### src/rtl/fetch_buffered_pkg.sv
// Shared types for the fetch stage: the fetch-to-decode entry and default sizes.
package riscv_structures;

  localparam int unsigned XLEN        = 32;
  localparam int unsigned FETCH_DEPTH = 4;

  // One decoded-side queue entry; pc_r marks the first fetch after a redirect.
  typedef struct packed {
    logic [XLEN-1:0] instruction_value;
    logic [XLEN-1:0] pc_value;
    logic            pc_r;
  } fe_to_de_s;

  // Instruction memory contents: a fixed scramble of the word address.
  function automatic logic [XLEN-1:0] mem_word(input logic [XLEN-1:0] addr);
    return {addr[XLEN/2-1:0], addr[XLEN-1:XLEN/2]} ^ XLEN'(32'hA5C3_3C5A);
  endfunction

endpackage

### src/rtl/fetch_buffered_if.sv
// Fetch-to-decode valid/ready handshake.
interface fetch_buffered_if;
  import riscv_structures::*;

  logic      fe_valid;
  logic      de_ready;
  fe_to_de_s fe_to_de;

  modport master (output fe_valid, output fe_to_de, input de_ready);
  modport slave  (input fe_valid, input fe_to_de, output de_ready);

endinterface

### src/rtl/fetch_buffered_fifo.sv
// Prefetch queue: registered storage, flush, occupancy count, combinational head.
module fetch_fifo #(
  parameter int unsigned DEPTH = 4,
  parameter type         T     = logic
) (
  input  logic                   clk_i,
  input  logic                   reset_i,
  input  logic                   flush_i,
  input  logic                   push_i,
  input  logic                   pop_i,
  input  T                       wdata_i,
  output T                       head_o,
  output logic [$clog2(DEPTH):0] count_o
);

  localparam int unsigned PtrW = $clog2(DEPTH);
  localparam int unsigned CntW = PtrW + 1;

  T                mem_q [DEPTH];
  T                mem_d [DEPTH];
  logic [PtrW-1:0] wr_ptr_q, wr_ptr_d;
  logic [PtrW-1:0] rd_ptr_q, rd_ptr_d;
  logic [CntW-1:0] count_q, count_d;
  logic            full, empty;

  assign full    = (count_q == CntW'(DEPTH));
  assign empty   = (count_q == '0);
  assign head_o  = mem_q[rd_ptr_q];
  assign count_o = count_q;

  // Next-state: flush wins; otherwise push and pop act independently.
  always_comb begin
    mem_d    = mem_q;
    wr_ptr_d = wr_ptr_q;
    rd_ptr_d = rd_ptr_q;
    count_d  = count_q;
    if (flush_i) begin
      wr_ptr_d = '0;
      rd_ptr_d = '0;
      count_d  = '0;
    end else begin
      if (push_i) begin
        mem_d[wr_ptr_q] = wdata_i;
        wr_ptr_d        = wr_ptr_q + PtrW'(1);
      end
      if (pop_i) begin
        rd_ptr_d = rd_ptr_q + PtrW'(1);
      end
      count_d = count_q + CntW'(push_i) - CntW'(pop_i);
    end
  end

  // Pointer and count registers with synchronous reset.
  always_ff @(posedge clk_i) begin
    if (reset_i) begin
      wr_ptr_q <= '0;
      rd_ptr_q <= '0;
      count_q  <= '0;
    end else begin
      wr_ptr_q <= wr_ptr_d;
      rd_ptr_q <= rd_ptr_d;
      count_q  <= count_d;
    end
  end

  // Entry storage; contents are only meaningful under count_q.
  always_ff @(posedge clk_i) begin
    mem_q <= mem_d;
  end

  // Issue credit logic must keep these from ever firing.
  a_no_push_full: assert property (@(posedge clk_i) disable iff (reset_i)
    !(push_i && full && !pop_i && !flush_i));
  a_no_pop_empty: assert property (@(posedge clk_i) disable iff (reset_i)
    !(pop_i && empty && !flush_i));

endmodule

### src/rtl/fetch_buffered.sv
// Buffered fetch stage: PC sequencing, one-cycle instruction memory, prefetch
// queue, and redirect flush. Memory keeps issuing while decode stalls as long
// as queued plus in-flight entries fit.
module fetch_buffered
  import riscv_structures::*;
#(
  parameter int unsigned DEPTH   = FETCH_DEPTH,
  parameter int unsigned PC_STEP = 4
) (
  input  logic             clk,
  input  logic             reset,
  input  logic [XLEN-1:0]  pc_init,
  input  logic [XLEN-1:0]  pc_exec,
  input  logic             pc_r,
  output logic [XLEN-1:0]  pc_out,
  fetch_buffered_if.master de_if
);

  localparam int unsigned PtrW  = $clog2(DEPTH);
  localparam int unsigned CntW  = PtrW + 1;
  localparam int unsigned NeedW = CntW + 1;
  localparam logic [NeedW-1:0] DepthN = NeedW'(DEPTH);

  logic [XLEN-1:0]  pc_q, pc_d;
  logic [XLEN-1:0]  req_pc_q, req_pc_d;
  logic [XLEN-1:0]  instr_q, instr_d;
  logic             inflight_q, inflight_d;
  logic             req_tag_q, req_tag_d;
  logic             redir_tag_q, redir_tag_d;
  logic [CntW-1:0]  count;
  logic [NeedW-1:0] need;
  logic             deq, issue, push, pop;
  fe_to_de_s        head, wdata, idle_entry;

  // A dequeue this cycle frees a slot for a request issued this same cycle.
  assign deq   = de_if.fe_valid & de_if.de_ready;
  assign need  = NeedW'(count) + NeedW'(inflight_q) - NeedW'(deq);
  assign issue = !reset && !pc_r && (need < DepthN);

  // A redirect discards the returning response and suppresses the handshake.
  assign push  = inflight_q & ~pc_r;
  assign pop   = deq & ~pc_r;
  assign wdata = '{instruction_value: instr_q, pc_value: req_pc_q, pc_r: req_tag_q};

  // PC and request-tracking next state; redirect outranks issue.
  always_comb begin
    pc_d        = pc_q;
    req_pc_d    = req_pc_q;
    req_tag_d   = req_tag_q;
    redir_tag_d = redir_tag_q;
    inflight_d  = 1'b0;
    if (pc_r) begin
      pc_d        = pc_exec & ~XLEN'(3);
      redir_tag_d = 1'b1;
    end else if (issue) begin
      req_pc_d    = pc_q;
      req_tag_d   = redir_tag_q;
      pc_d        = pc_q + XLEN'(PC_STEP);
      inflight_d  = 1'b1;
      redir_tag_d = 1'b0;
    end
  end

  // Synchronous instruction memory read of the address presented this cycle.
  assign instr_d = mem_word(pc_q);

  // Fetch state registers with synchronous reset.
  always_ff @(posedge clk) begin
    if (reset) begin
      pc_q        <= pc_init;
      req_pc_q    <= '0;
      req_tag_q   <= 1'b0;
      redir_tag_q <= 1'b0;
      inflight_q  <= 1'b0;
      instr_q     <= '0;
    end else begin
      pc_q        <= pc_d;
      req_pc_q    <= req_pc_d;
      req_tag_q   <= req_tag_d;
      redir_tag_q <= redir_tag_d;
      inflight_q  <= inflight_d;
      instr_q     <= instr_d;
    end
  end

  fetch_fifo #(
    .DEPTH (DEPTH),
    .T     (fe_to_de_s)
  ) u_fifo (
    .clk_i   (clk),
    .reset_i (reset),
    .flush_i (pc_r),
    .push_i  (push),
    .pop_i   (pop),
    .wdata_i (wdata),
    .head_o  (head),
    .count_o (count)
  );

  // With an empty queue decode sees zeros plus the current fetch PC.
  assign idle_entry     = '{instruction_value: '0, pc_value: pc_q, pc_r: 1'b0};
  assign pc_out         = pc_q;
  assign de_if.fe_valid = (count != '0);
  assign de_if.fe_to_de = de_if.fe_valid ? head : idle_entry;

  a_head_stable: assert property (@(posedge clk) disable iff (reset)
    (de_if.fe_valid && !de_if.de_ready && !pc_r) |=> $stable(de_if.fe_to_de));

endmodule

### src/flat_wrapper.sv
// flat-port wrapper written by rule: the top's interface ports become plain ports
module fetch_buffered_flat import riscv_structures::*;
#(
  parameter int unsigned DEPTH   = FETCH_DEPTH,
  parameter int unsigned PC_STEP = 4
)
  (clk, reset, pc_init, pc_exec, pc_r, pc_out, de_if_fe_valid, de_if_fe_to_de, de_if_de_ready);
  fetch_buffered_if de_if_i ();
  input  logic clk;
  input  logic reset;
  input  logic [XLEN-1:0] pc_init;
  input  logic [XLEN-1:0] pc_exec;
  input  logic pc_r;
  output logic [XLEN-1:0] pc_out;
  output wire logic [$bits(de_if_i.fe_valid)-1:0] de_if_fe_valid;
  output wire logic [$bits(de_if_i.fe_to_de)-1:0] de_if_fe_to_de;
  input wire logic [$bits(de_if_i.de_ready)-1:0] de_if_de_ready;
  assign de_if_fe_valid = de_if_i.fe_valid;
  assign de_if_fe_to_de = de_if_i.fe_to_de;
  assign de_if_i.de_ready = de_if_de_ready;
  fetch_buffered #(.DEPTH(DEPTH), .PC_STEP(PC_STEP)) u_core (.clk(clk), .reset(reset), .pc_init(pc_init), .pc_exec(pc_exec), .pc_r(pc_r), .pc_out(pc_out), .de_if(de_if_i));
endmodule
### config.mk
export PLATFORM = sky130hd
export DESIGN_NAME = fetch_buffered_flat
export DESIGN_NICKNAME = d
export VERILOG_FILES = /design/src/rtl/fetch_buffered_pkg.sv /design/src/rtl/fetch_buffered_if.sv /design/src/rtl/fetch_buffered_fifo.sv /design/src/rtl/fetch_buffered.sv /design/src/flat_wrapper.sv
export SDC_FILE = /design/constraint.sdc
export NUM_CORES = 1
export LEC_CHECK = 0
export BUFFER_PORTS_ARGS = -buffer_cell sky130_fd_sc_hd__buf_2
export CAP_MARGIN = 20
export CORE_AREA = 2 2 206 208
export DETAILED_ROUTE_END_ITERATION = 7
export DIE_AREA = 0 0 208 210
export PLACE_DENSITY = 0.59
export SKIP_CTS_REPAIR_TIMING = 1
export SKIP_LAST_GASP = 1
export SYNTH_ARGS = -nofsm -noshare
export SYNTH_HDL_FRONTEND = slang
export SYNTH_SLANG_ARGS = --single-unit
### constraint.sdc
create_clock -name clk -period 4.53 [get_ports clk]
set_input_delay 0 -clock clk [delete_from_list [all_inputs] [get_ports clk]]
set_output_delay 0 -clock clk [all_outputs]
set_load 0.02 [all_outputs]
# Word-level counts from Yosys, hierarchy flattened
# Cells that the tools add are included.
[word_totals] output_inout_bits=98 wordCells=63 register_bits=366 in_bits=68
[op_classes] n_mux=13 addsub=7 magnitude_cmp=4 bitwise_logic=7 n_reduce_logical=11
[op_table] cell="260-bit bitwise mux" count=1
[op_table] cell="65-bit two-way mux" count=4
[op_table] cell="65-bit binary-select mux with 2-bit select" count=1
[op_table] cell="65-bit demux with 2-bit select" count=1
[op_table] cell="32-bit two-way mux" count=3
[op_table] cell="32-bit by 3-bit adder with 32-bit output, second input constant" count=1
[op_table] cell="16-bit NOT" count=1
[op_table] cell="3-bit greater-or-equal comparator, second input constant" count=2
[op_table] cell="2-bit NOT with 3-bit output" count=2
[op_table] cell="3-bit nonzero test" count=2
[op_table] cell="2-bit by 1-bit adder with 2-bit output, second input constant" count=2
[op_table] cell="3-bit by 1-bit adder with 4-bit output" count=1
[op_table] cell="4-bit by 3-bit < comparator with 1-bit output, second input constant" count=1
[op_table] cell="2-bit AND reduction" count=2
[op_table] cell="4-bit by 1-bit subtractor with 4-bit output" count=1
[op_table] cell="3-bit by 1-bit adder with 3-bit output" count=1
[op_table] cell="1-bit bitwise AND" count=3
[op_table] cell="1-bit logical AND" count=3
[op_table] cell="3-bit by 1-bit < comparator with 1-bit output, second input constant" count=1
[op_table] cell="1-bit two-way mux" count=3
[op_table] cell="3-bit by 1-bit subtractor with 3-bit output" count=1
[op_table] cell="1-bit zero test" count=2
[op_table] cell="2-bit nonzero test" count=1
[op_table] cell="2-bit OR reduction" count=1
[op_table] cell="1-bit NOT" count=1

# Longest topological paths before layout
[depth] depth_word=8 mapped_depth=13 depth_no_buf=10

# Modules after synthesis
# A second synthesis with hierarchy kept.
[unflattened] cells_unflattened=849 hier_area_um2=14659.1
[by_module_without_submodules] mod="fetch_fifo" seq_area_each_um2=7947.6 n_inst=1 area_per_inst_um2=9801.9 cells_per_inst=382
[by_module_without_submodules] mod="fetch_buffered" seq_area_each_um2=2302.2 n_inst=1 area_per_inst_um2=4857.2 cells_per_inst=467

# Least setup slack after synthesis
# Ideal clock, no wire load.
[synth_path] path_kind="register -> register" from="register u_core.u_fifo.count_q[0], in the netlist u_core.u_fifo.count_o[0]" to="register u_core.pc_q[10], in the netlist u_core.pc_out[10] (enable)" setup_slack_ps=1529 path_buffers=2 synth_period_minus_slack_ps=3001 setup_ps=387 required_ps=4143 stages_incl_launch_ff=10 arrival_time_ps=2614 cell_sequence="dfxtp_1 or3_1 clkbuf_1 clkbuf_1 and2_1 ha_1 nand3b_1 nor2b_1 o211a_1 nand2_1"
[synth_via] elab_chain_cells=6 elab_cells_between_ends=7 cone_classes="2 x add/sub; 1 x order compare; 1 x bitwise; 3 x reduce/logical"
[synth_rtl] element="start, declared" line_no="fetch_buffered_fifo.sv:23" source="logic [CntW-1:0] count_q, count_d;"
[synth_rtl] element="start signal, assigned" line_no="fetch_buffered_fifo.sv:62" source="count_q <= count_d;"
[synth_rtl] element="parallel branches: the longest is 2 deep, another holds 3-bit by 1-bit adder with 4-bit output"
[synth_rtl] element="4-bit by 1-bit subtractor with 4-bit output (*)" line_no="fetch_buffered.sv:37" source="assign need = NeedW'(count) + NeedW'(inflight_q) - NeedW'(deq);"
[synth_rtl] element="4-bit by 3-bit < comparator with 1-bit output (*)" line_no="fetch_buffered.sv:38" source="assign issue = !reset && !pc_r && (need < DepthN);"
[synth_rtl] element="1-bit logical AND (*)" line_no="fetch_buffered.sv:38"
[synth_rtl] element="3-bit nonzero test (no source line) (*)"
[synth_rtl] element="end signal, assigned" line_no="fetch_buffered.sv:70" source="pc_q <= pc_init;"
[synth_rtl] element="end signal, assigned" line_no="fetch_buffered.sv:77" source="pc_q <= pc_d;"
[synth_rtl] element="end, declared" line_no="fetch_buffered.sv:24" source="logic [XLEN-1:0] pc_q, pc_d;"
# Mark *: on every way between the ends.
# A chain may end at the register's enable or synchronous reset.

# Worst setup path in the final report
[layout_path] from="register u_core.pc_q[2], in the netlist u_core.pc_out[2]" to="register u_core.pc_q[30], in the netlist u_core.pc_out[30], data pin"
[layout_via] elab_chain_cells=4
[layout_rtl] element="32-bit by 3-bit adder with 32-bit output" line_no="fetch_buffered.sv:58" source="pc_d = pc_q + XLEN'(PC_STEP);"
[layout_rtl] element="32-bit two-way mux" line_no="fetch_buffered.sv:55" source="end else if (issue) begin"
[layout_rtl] element="32-bit two-way mux" line_no="fetch_buffered.sv:52" source="if (pc_r) begin"
[layout_rtl] element="32-bit two-way mux" line_no="fetch_buffered.sv:69" source="if (reset) begin"
# No other way between the ends. The select of a mux whose other input is x is not followed.

==> results.md <==
- Setup violations, final: 0
- Sink Count: 366
- DR iter-0 viols: 564
- Bufs on Longest Clock Path: 3
- FF+latch count, synth: 366
- IO Port Bufs: 163
- WL/cell: 21.0 um
- Pre-antenna DRT Iters: 5
- DR vias/cell: 4.94
- Async SR Flop Fraction: 0%
- DRT antenna net count: 0
- Final Routed Wirelength: 33.9 mm
- Required @ worst endpoint: 4800 ps
- Post-synth EDFFs: 292
- DRC viols: 0
- Clock root buffer master: clkbuf_16
- Die W: 208 um
- Synth-to-Final Area Change: 22.1%
- Initial Util: 34.8%
- CP max stage cell: and4bb_1
- Crit. End Element: flip-flop
- Max Freq: 0.324 GHz
- GRT overflow: 0
- Buffers & Inverters on Critical Path: 1
- Worst slew pin tran: 965 ps
- Number of antenna violations at the first check in global routing: 0
- Final min period: 3080 ps
- Clock latency on the worst-skew pair: 520 ps
- IO Count: 166
- # rows: 75
- RSZ-0062 raised after global routing: no
- Ys flop type: edfxtp_1
- M2 GR Usage: 25.3%
- Kind of critical path: reg -> reg
- Share of cells above drive strength 1: 32.0%
- TritonCTS clock tree: yes
- Layout Skew: 15.9 ps
- Slew Limit Headroom: 35.7%
- Slowest stage delay, CP: 610 ps
- Critical Path AT: 3360 ps
- Startpoint type of the worst setup path: flip-flop
- Worst path cell trace: ha_1, and4_1, and4bb_1, nand3_1, xor2_1, o221ai_1, dlygate4sd3_1
- Crit Path Max Fanout: 8
- Via count: 7973
- Global-route wire length before repair: 50.7 mm
- Vias in the first global route: 8077
- Hold Violations, Final: 0
- Die area: 0.0437 mm2
- Seq/Total Area, Yosys: 71.1%
- Total power per unit cell area: 426 mW/mm2
- Grt met3 use: 2.59%
- Hold WC Path Type: in -> reg
- Gr usage total: 15.4%
- Nets: 1128
- LEAKAGE: 6.18 nW
- CTS Buf Count: 37
- Post-Syn Nets: 913
- Largest net degree at the start of global routing: 69
- Area of the core: 0.0415 mm2
- Post-Syn Area: 0.0144 mm2
- Number of diodes: 0
- Worst vdd ir: 0.000236 V
- Clk slew on worst S/H paths: 60 ps
- # H-tree levels: 2
- TNS Setup: 0 ps
- Post-Syn Area per Cell: 17.3 um2
- Tcrit/Tclk final: 68.1%
- Met1 usage: 21.2%
- GRT busiest layer: met2
- Status: completed
- Cells after Synth: 834
- Final Total Pwr: 7.51 mW
- Synth cell types: 43
- Dpl hpwl: 20.2 mm
- Die Height: 210 um
- Max Cap Violations: 0
- Yosys warns: 0
- Final Max Slew Viols: 0
- Top Family by Delay on Critical Path: simple AND/OR/NAND/NOR gates
- RePlAce Congestion: 0.709
worst paths after layout:
check,to,from,cells after the start,slack [ps]
worst max-delay path,u_core.pc_out[30],u_core.pc_out[2],7,1450
worst min-delay path,u_core.instr_q[31],reset,2,6
worst max register to register,u_core.pc_out[30],u_core.pc_out[2],7,1450
worst min register to register,u_core.u_fifo.mem_q[63],u_core.instr_q[30],0,470
through the flow:
| stage | cell area (um2) | hold slack (ps) | setup slack, ps | utilization (%) | std cells |
|---|---|---|---|---|---|
| global placement | 15700 | 284 | 1600 | 37.9 | 1483 |
| global route | 17600 | 13.4 | 1260 | 42.4 | 1614 |
| finish | 17600 | 5.56 | 1450 | 42.4 | 1614 |
| CTS | 16900 | -257 | 1530 | 40.8 | 1548 |
| detailed placement | 15700 | 284 | 1560 | 37.9 | 1483 |
| floorplan | 14400 | 191 | 1530 | - | 834 |
cell families (layout without fill, tap and decap cells):
group	after synthesis	after routing	share of synthesized area, %
flops	366	366	71.1
mux	102	102	13.0
compound gates	89	89	4.33
simple gates	157	157	6.11
buf+inv	78	319	2.59
fa+ha+maj	11	11	1.01
xor+xnor	31	31	1.88
final cells by class:
type | instances | area (um2)
clock inverters | 20 | 186
fillers | 3796 | 23900
well taps | 539 | 674
clock buffers | 45 | 1030
inverters | 13 | 48.8
repair buffers | 241 | 1590
multi-input cells | 390 | 3820
flip-flops and latches | 366 | 10300
worst reg2reg max path, delay by kind of cell, from the launching register on:
kind	cells	cell delay, ps
xor+xnor	1	200
compound gates	1	130
buf+inv	1	590
flops	1	560
simple gates	3	1090
fa+ha+maj	1	270
cell usage after synthesis (all sizes together), types with 2 or more instances:
| library cell | n | share of area, % |
|---|---|---|
| dfxtp | 74 | 10 |
| and3 | 2 | 0.087 |
| o22ai | 7 | 0.30 |
| mux2i | 5 | 0.35 |
| nand4 | 12 | 0.62 |
| mux4 | 65 | 10 |
| a21oi | 10 | 0.35 |
| clkbuf | 26 | 0.68 |
| edfxtp | 292 | 61 |
| nand3 | 13 | 0.45 |
| and2 | 43 | 1.9 |
| nand2 | 25 | 0.67 |
| or3 | 2 | 0.087 |
| mux2 | 32 | 2.5 |
| a22o | 33 | 2.0 |
| nor2b | 18 | 0.78 |
| inv | 12 | 0.31 |
| nor2 | 32 | 0.85 |
| xor2 | 22 | 1.3 |
| and4 | 2 | 0.12 |
| nor3 | 2 | 0.10 |
| o21ai | 22 | 0.76 |
| a22oi | 14 | 0.73 |
| nor4b | 2 | 0.12 |
| ha | 10 | 0.87 |
| buf | 39 | 1.6 |
| xnor2 | 9 | 0.55 |
registers in the layout, indices dropped and copies added, names as in the netlist:
register / cells
u_core.u_fifo.rd_ptr_q: 2
u_core.u_fifo.mem_q: 260
u_core.u_fifo.wr_ptr_q: 2
u_core.pc_out: 32
u_core.req_tag_q: 1
u_core.u_fifo.count_o: 3
u_core.inflight_q: 1
u_core.req_pc_q: 32
u_core.redir_tag_q: 1
u_core.instr_q: 32
placed cells by master (no fill, tap or decap), drive strengths merged, types with 2 or more instances in the layout:
master,n
mux4,65
dfxtp,74
and4,2
nand4,12
xnor2,9
edfxtp,292
and3,2
xor2,22
a22oi,14
a21oi,10
mux2,32
buf,178
nand2,25
nor3,2
bufinv,3
o21ai,22
clkbuf,45
clkinv,14
nor2,32
a22o,33
mux2i,5
nor2b,18
inv,13
o22ai,7
dlygate4sd3,63
ha,10
nor4b,2
clkinvlp,3
nand3,13
and2,43
or3,2
where the power goes:
group          internal, mW  switching (mW)
Sequential             3.77           0.154
Combinational         0.254           0.308
Clock                  1.79            1.23
layer usage:
metal / routed length [um] / vias up / share of wire (%)
met5: 0 / - / 0
li1: - / 3653 / -
met2: 16400 / 163 / 48
met3: 1170 / 36 / 3.5
met4: 578 / 0 / 1.7
met1: 15800 / 4121 / 46
(Power assumes the default switching activity.)
